File: config.mk
export PLATFORM = sky130hd
export DESIGN_NAME = seg7_scan_ctrl
export DESIGN_NICKNAME = d
export VERILOG_FILES = /design/src/rtl/seg7_scan_ctrl.sv
export SDC_FILE = /design/constraint.sdc
export NUM_CORES = 1
export LEC_CHECK = 0
export BUFFER_PORTS_ARGS = -buffer_cell sky130_fd_sc_hd__buf_2
export CAP_MARGIN = 20
export CORE_UTILIZATION = 50
export CTS_CLUSTER_DIAMETER = 150
export DETAILED_ROUTE_END_ITERATION = 16
export PLACE_DENSITY = 0.81
export SETUP_SLACK_MARGIN = 0.1
export SLEW_MARGIN = 20
export SYNTH_ARGS = -nofsm -noshare
export SYNTH_HDL_FRONTEND = slang
export SYNTH_SLANG_ARGS = --single-unit
File: constraint.sdc
create_clock -name clk -period 3.87 [get_ports clk]
set_clock_uncertainty 0.2 [all_clocks]
set_input_delay 0.1935 -clock clk [delete_from_list [all_inputs] [get_ports clk]]
set_output_delay 0.1935 -clock clk [all_outputs]
set_load 0.02 [all_outputs]
File: src/rtl/seg7_scan_ctrl.sv
// Four-digit common-anode scan controller feeding one shared BCD-to-7-segment decoder.
// Optional build macro LEAD_ZERO_BLANK_EN enables leading-zero blanking of digit 3.
module seg7_scan_ctrl #(
   parameter int SCAN_DIV     = 50000,
   parameter int DEAD_CYCLES  = 16,
   parameter int BLINK_FRAMES = 64
) (
   input  logic        clk,
   input  logic        reset,
   input  logic [15:0] digits,
   input  logic [3:0]  blink_mask,
   input  logic        colon_on,
   input  logic        blank_lead,
   output logic [3:0]  bcd_out,
   output logic [3:0]  an,
   output logic        dp_n,
   output logic        frame_tick
);

   localparam int CW = $clog2(SCAN_DIV);
   localparam int BW = (BLINK_FRAMES > 1) ? $clog2(BLINK_FRAMES) : 1;
   localparam logic [CW-1:0] CNT_LAST  = CW'(SCAN_DIV - 1);
   localparam logic [CW-1:0] DEAD      = CW'(DEAD_CYCLES);
   localparam logic [BW-1:0] BCNT_LAST = BW'(BLINK_FRAMES - 1);

   logic [CW-1:0] cnt;
   logic [1:0]    idx;
   logic [15:0]   shadow;
   logic [BW-1:0] bcnt;
   logic          phase;

   logic [3:0] nib, an_nxt, bcd_nxt;
   logic       bad, lead, blanked, dead, dp_nxt, slot_end, frame_end;

   always_comb begin
      nib       = shadow[{idx, 2'b00} +: 4];
      bad       = nib > 4'd9;
`ifdef LEAD_ZERO_BLANK_EN
      lead      = blank_lead && (idx == 2'd3) && (nib == 4'h0);
`else
      lead      = blank_lead & 1'b0;
`endif
      blanked   = bad | (blink_mask[idx] & phase) | lead;
      dead      = cnt < DEAD;
      slot_end  = cnt == CNT_LAST;
      frame_end = slot_end && (idx == 2'd3);
      an_nxt    = (dead || blanked) ? 4'b1111 : ~(4'b0001 << idx);
      // Unmapped codes never reach the decoder, even while the anode is off.
      bcd_nxt   = bad ? 4'h0 : nib;
      dp_nxt    = !(colon_on && (idx == 2'd2) && !dead && !blanked);
   end

   always_ff @(posedge clk or posedge reset) begin
      if (reset) begin
         cnt        <= '0;
         idx        <= 2'd0;
         shadow     <= 16'h0000;
         bcnt       <= '0;
         phase      <= 1'b0;
         an         <= 4'b1111;
         bcd_out    <= 4'h0;
         dp_n       <= 1'b1;
         frame_tick <= 1'b0;
      end else begin
         cnt <= slot_end ? '0 : cnt + 1'b1;
         if (slot_end)
            idx <= idx + 2'd1;
         // Digits are captured only at frame end so a frame never mixes two times.
         if (frame_end) begin
            shadow <= digits;
            if (bcnt == BCNT_LAST) begin
               bcnt  <= '0;
               phase <= ~phase;
            end else begin
               bcnt <= bcnt + 1'b1;
            end
         end
         an         <= an_nxt;
         bcd_out    <= bcd_nxt;
         dp_n       <= dp_nxt;
         frame_tick <= frame_end;
      end
   end

endmodule

==> results of run 1 <==
final cells by class:
type,instances,area (um2)
repair buffers,51,348
clock buffers,7,76.3
clock inverters,1,5.00
inverters,4,16.3
multi-input cells,124,1050
flip-flops and latches,51,1280
well taps,52,65.1
fillers,349,1630
report_power, final:
part	internal (mW)	total [mW]	switching [mW]
sequential	0.544	0.550	0.00609
clock	0.127	0.292	0.164
combinational	0.0354	0.0619	0.0265
total	0.707	0.904	0.197
cells in the mapped netlist (3+ instances only):
master	count
nand2_1	7
and2_1	3
dfrtp_1	46
mux4_2	4
nand4_1	11
nor2b_1	3
dfstp_2	5
xnor2_1	8
nor2_1	12
mux2_4	10
inv_1	4
mux2i_1	3
nand3_1	12
and3_1	5
a31oi_1	3
xor2_1	8
ha_1	6
mux2_2	9
final timing paths:
path | end | cells after the start
worst max-delay path | shadow[6] | 4
worst min-delay path | an[2] | 5
worst max register to register | shadow[6] | 4
worst min register to register | bcnt[5] | 1
max in group asynchronous | bcnt[4] | 3
min in group asynchronous | cnt[6] | 3
worst reg2reg max path, cell delays in order, from the launching register on:
cell and delay, ps:
dfrtp_1 440, nor4_2 400, nor4b_4 610, nand3_4 360, mux2_4 410
state kept, by name, summed over array words and instances (netlist names):
name and cells:
frame_tick 1, phase 1, idx 2, bcnt 6, shadow 16, cnt 16
an 4, bcd_out 4, dp_n 1
routing by layer:
metal  global-route usage (%)  up-vias  routed length [um]
li1                         -      765                   -
met1                     26.8      782                2000
met2                     33.8       35                2260
met3                     3.85        5                 151
met4                     7.78        0                  55
met5                        0        -                   0
stage by stage:
stage / hold WS [ps] / area (um2)
after floorplan: 77.5 / 2390
after global placement: 169 / 2580
after detailed placement: 176 / 2580
after CTS: 244 / 2840
after global routing: 261 / 2840
final: 234 / 2840
repair_timing:
action                    CTS  global route
hold buffers               18             0
hold endpoints to repair   63             0
setup buffers               0             0
logic make-up after synthesis:
family,after synthesis,share of synthesized area [%]
fa+ha+maj,6,3.14
flops,51,53.6
simple gates,66,16.5
compound gates,10,2.88
mux,26,15.5
buf+inv,11,2.46
xor+xnor,16,5.86
==> summary.md, run 1 <==
| Metric | Value |
|---|---|
| Crit path launch | cnt[4] |
| Clock transition at the registers of the reported paths | 90 ps |
| Share of cells above drive strength 1 | 30.3% |
| Critical-path top delay cell | nor4b_4 |
| Most used flip-flop cell after synthesis | dfrtp_1 |
| Core ar. | 4470 um2 |
| Critical Path Start Type | register |
| Failing checks | design-rule violations |
| CTS tree | built |
| P_leak | 1.29 nW |
| Die area | 5070 um2 |
| Max-slew violations | 0 |
| Worst Tran Pin Value | 842 ps |
| Largest delay share family, worst path | simple AND/OR/NAND/NOR gates |
| Commonest non-fill, non-tap cell in the layout | dfrtp_1 |
| Synth cell types | 40 |
| Final setup viols | 0 |
| Initial antenna violation count | 0 |
| DRC viols | 3 |
| CP Cell Sequence | nor4_2 -> nor4b_4 -> nand3_4 -> mux2_4 |
| Setup WS pre-CTS | 1350 ps |
| Gate Count Post-Synth | 186 |
| RSZ-0062 raised after global routing | no |
| Initial core utilization | 53.5% |
| Nets | 267 |
| Worst Hold Launch | blink_mask[0] |
| Port Buf Inserts | 32 |
| CP max stage delay | 610 ps |
| Final setup margin | 1330 ps |
| Reg2reg setup slack | 1330 ps |
| Crit Path Category | reg -> reg |
| Clk Latency, worst-skew pair | 300 ps |
| Die W | 71.2 um |
| Mapped Area | 2390 um2 |
| CTS Buf Count | 5 |
| Worst IR Drop VDD | 0.189 mV |
| Post-synthesis sequential area ratio | 53.6% |
| GR Util All Layers | 20.4% |
| Yosys warning count | 0 |
| Final GP Congestion | 0.809 |
| Placed cells | 264 |
| Worst R2R Start | cnt[4] |
| Num ports | 34 |
| Pwr Density | 318 nW/um2 |
| Number of global-route vias before repair | 1639 |
| Final Hold Viols | 0 |
| Synth-to-layout area growth | 18.9% |
| Chip Height | 71.2 um |
| Final core occ | 63.6% |
| Crit-path max FO | 17 |
| Largest area contributor in the netlist | dfrtp_1 |
| TNS Setup | 0 ps |
| WP buf/inv | 0 |
| Relative slew slack | 43.8% |
| Wire per inst | 15.4 um |
| CP required | 3850 ps |
| H-Tree Depth | 2 |
| Mapped Nets | 216 |
| CTS Buffer Depth | 2 |
| Final cycle utilization of the critical path | 65.5% |
| CTS Sinks | 51 |
| Largest net degree at the start of global routing | 52 |
| Hold crit path type | in -> reg |
| Tot Pwr | 904 uW |
| Grt total ovfl | 0 |
| Critical Path AT | 2520 ps |
| Via count | 1587 |
| Max Fclk | 394 MHz |
| Commonest cells after routing, fill and taps aside | 46 x dfrtp_1, 32 x buf_2, 18 x dlygate4sd3_1 |
| Status | finished, violations left |
| Via density | 5.47 |
| Post_cts resized | 0 |
| Dpl hpwl | 2.90 mm |
| Max cap viols | 0 |
| Routed wire length | 4.46 mm |
| Remaining antenna violation count after routing | 0 |
| Initial DRC count | 104 |
| Dominant cells by area after synthesis | dfrtp_1 48%, mux2_4 6.3%, dfstp_2 5.5% |
| Avg Synthesized Cell Area | 12.9 um2 |
| Drt pass-1 iters | 10 |
| Asr flop ratio synth | 100% |
| Final non-filler cell total | 290 |
| Yosys reg bits | 51 |
| Antenna Cells | 0 |
| EDFF count, synth | 0 |
| Cell row count | 24 |
| Root buf cell | clkbuf_8 |
| Share of the synthesized area in the top cell type | 48.1% |
| First-pass GRT wire length | 7.78 mm |
| Tmin final | 2540 ps |
| Element type at the critical path end | register |
Note: power is estimated with default switching activity, not from simulation.
==> inputs of run 2 (changes only) <==
==> constraint.sdc (replaced) <==
create_clock -name clk -period 2.45 [get_ports clk]
set_clock_uncertainty 0.2 [all_clocks]
set_input_delay 0.1225 -clock clk [delete_from_list [all_inputs] [get_ports clk]]
set_output_delay 0.1225 -clock clk [all_outputs]
set_load 0.02 [all_outputs]
==> run 2 against run 1 <==
The run now ends clean. Largest power group unchanged. Hold slack worse by 100 ps. Worst setup slack worse by 1100 ps. Critical endpoint is now shadow[5]. Final cell count rose by 3.1%. Sequential share of layout area down 1.5 points. Critical path type unchanged. Sequential cell count did not move. Die area stayed put. Global-route usage increased by 1.2 points. Critical path depth up 1.
==> summary.md, run 2 (synthesized netlist as in run 1, its figures left out) <==
| Metric | Value |
|---|---|
| Initial DRC count | 101 |
| Routed wire length | 4.87 mm |
| Met2 routed WL | 2.54 mm |
| Sw power | 343 uW |
| Element type at the critical path end | register |
| Highest metal used | met4 |
| CTS tree | built |
| CTS Sinks | 51 |
| Clock transition at the registers of the reported paths | 100 ps |
| Commonest cells after routing, fill and taps aside | 46 x dfrtp_1, 32 x buf_2, 18 x dlygate4sd3_1 |
| CTS Buffer Depth | 2 |
| Max Fclk | 459 MHz |
| Via count | 1642 |
| Core ar. | 4470 um2 |
| Drt pass-1 iters | 6 |
| Dpl hpwl | 2.97 mm |
| Crit Path Category | reg -> reg |
| Hold Slack | 131 ps |
| Tot Pwr | 1.47 mW |
| Final cycle utilization of the critical path | 89.0% |
| Worst IR Drop VDD | 0.321 mV |
| Worst Tran Pin Value | 671 ps |
| Final non-filler cell total | 299 |
| Initial core utilization | 53.5% |
| Routed wl met3 | 95 um |
| Final GP Congestion | 0.852 |
| Antenna Cells | 0 |
| Via density | 5.49 |
| Root buf cell | clkbuf_8 |
| Grt total ovfl | 0 |
| Hold crit path type | in -> reg |
| Max cap viols | 0 |
| Wl on met1 | 2.13 mm |
| CP required | 2460 ps |
| Num ports | 34 |
| Sw frac | 23.4% |
| Wire per inst | 16.3 um |
| RSZ-0062 raised after global routing | no |
| Relative slew slack | 55.2% |
| CTS Buf Count | 5 |
| Critical Path Start Type | register |
| Port Buf Inserts | 32 |
| Chip Height | 71.2 um |
| Final setup viols | 0 |
| Initial antenna violation count | 0 |
| Tmin final | 2180 ps |
| DRC viols | 0 |
| Clk Latency, worst-skew pair | 310 ps |
| Remaining antenna violation count after routing | 0 |
| Clk pwr share | 33.8% |
| Die W | 71.2 um |
| Number of global-route vias before repair | 1648 |
| Status | completed |
| Die area | 5070 um2 |
| Cell row count | 24 |
| TNS Setup | 0 ps |
| Share of cells above drive strength 1 | 34.0% |
| Crit-path max FO | 17 |
| Final Hold Viols | 0 |
| GR Util All Layers | 21.6% |
| Sequential Power Share | 59.3% |
| Pwr Density | 498 nW/um2 |
| Nets | 276 |
| Internal | 1.12 mW |
| H-Tree Depth | 2 |
| Synth-to-layout area growth | 23.0% |
| Logic pwr share | 6.9% |
| Largest registers | cnt x16, shadow x16, bcnt x6 |
| P_leak | 1.35 nW |
| Max-slew violations | 0 |
| Commonest non-fill, non-tap cell in the layout | dfrtp_1 |
| Placed cells | 272 |
| Critical Path AT | 2190 ps |
| Largest net degree at the start of global routing | 34 |
| First-pass GRT wire length | 8.13 mm |
==> run 2: area by class of cell <==
class / count / area, um2
Fill cell: 321 / 1530
Clock buffer: 5 / 68.8
Sequential cell: 51 / 1280
Tap cell: 52 / 65.1
Inverter: 4 / 15.0
Multi-Input combinational cell: 124 / 1060
Clock inverter: 3 / 22.5
Timing Repair Buffer: 60 / 428
==> run 2: worst paths after layout <==
| check | start | endpoint | slack [ps] | depth (start not counted) |
|---|---|---|---|---|
| hold reg to reg | bcnt[5] | bcnt[5] | 300 | 1 |
| hold / removal | blink_mask[0] | an[3] | 130 | 5 |
| setup reg to reg | cnt[4] | shadow[5] | 270 | 5 |
| max in group asynchronous | reset | cnt[13] | 1190 | 4 |
| min in group asynchronous | reset | cnt[4] | 240 | 3 |
| setup / recovery | cnt[4] | shadow[5] | 270 | 5 |
==> run 2: power by group through the flow <==
| stage | clock [mW] | combinational [mW] | sequential (mW) |
|---|---|---|---|
| floorplan | 0 | 0.0398 | 0.888 |
| global placement | 0 | 0.0760 | 0.883 |
| detailed placement | 0 | 0.0776 | 0.885 |
| CTS | 0.495 | 0.0997 | 0.868 |
| global route | 0.538 | 0.111 | 0.871 |
| finish | 0.495 | 0.101 | 0.870 |
==> run 2: repair_timing <==
action,4_1_cts,5_1_grt
gates resized for setup,0,2
endpoints found under the setup margin,0,27
setup buffers,0,1
hold buffers,18,0
endpoints found under the hold margin,43,0
==> run 2: metal layers <==
metal  global-route usage, %  up-vias
li1                        -      784
met1                    26.3      824
met2                    36.7       26
met3                    4.70        8
met4                    10.2        0
met5                       0        -
==> run 2: worst max-delay path, stage by stage, from the launching register on <==
cell and delay [ps]:
dfrtp_1 470, nor4_4 420, nor4b_4 370, nand3_4 120, buf_12 180, mux2_4 310
==> run 2: through the flow <==
| step | util [%] | cell area, um2 | setup slack [ps] |
|---|---|---|---|
| final | 65.8 | 2940 | 270 |
| after global routing | 65.8 | 2940 | 108 |
| after CTS | 65.1 | 2910 | 109 |
| after detailed placement | 59.0 | 2640 | 147 |
| after global placement | 59.0 | 2640 | 220 |
| after floorplan | - | 2390 | 406 |
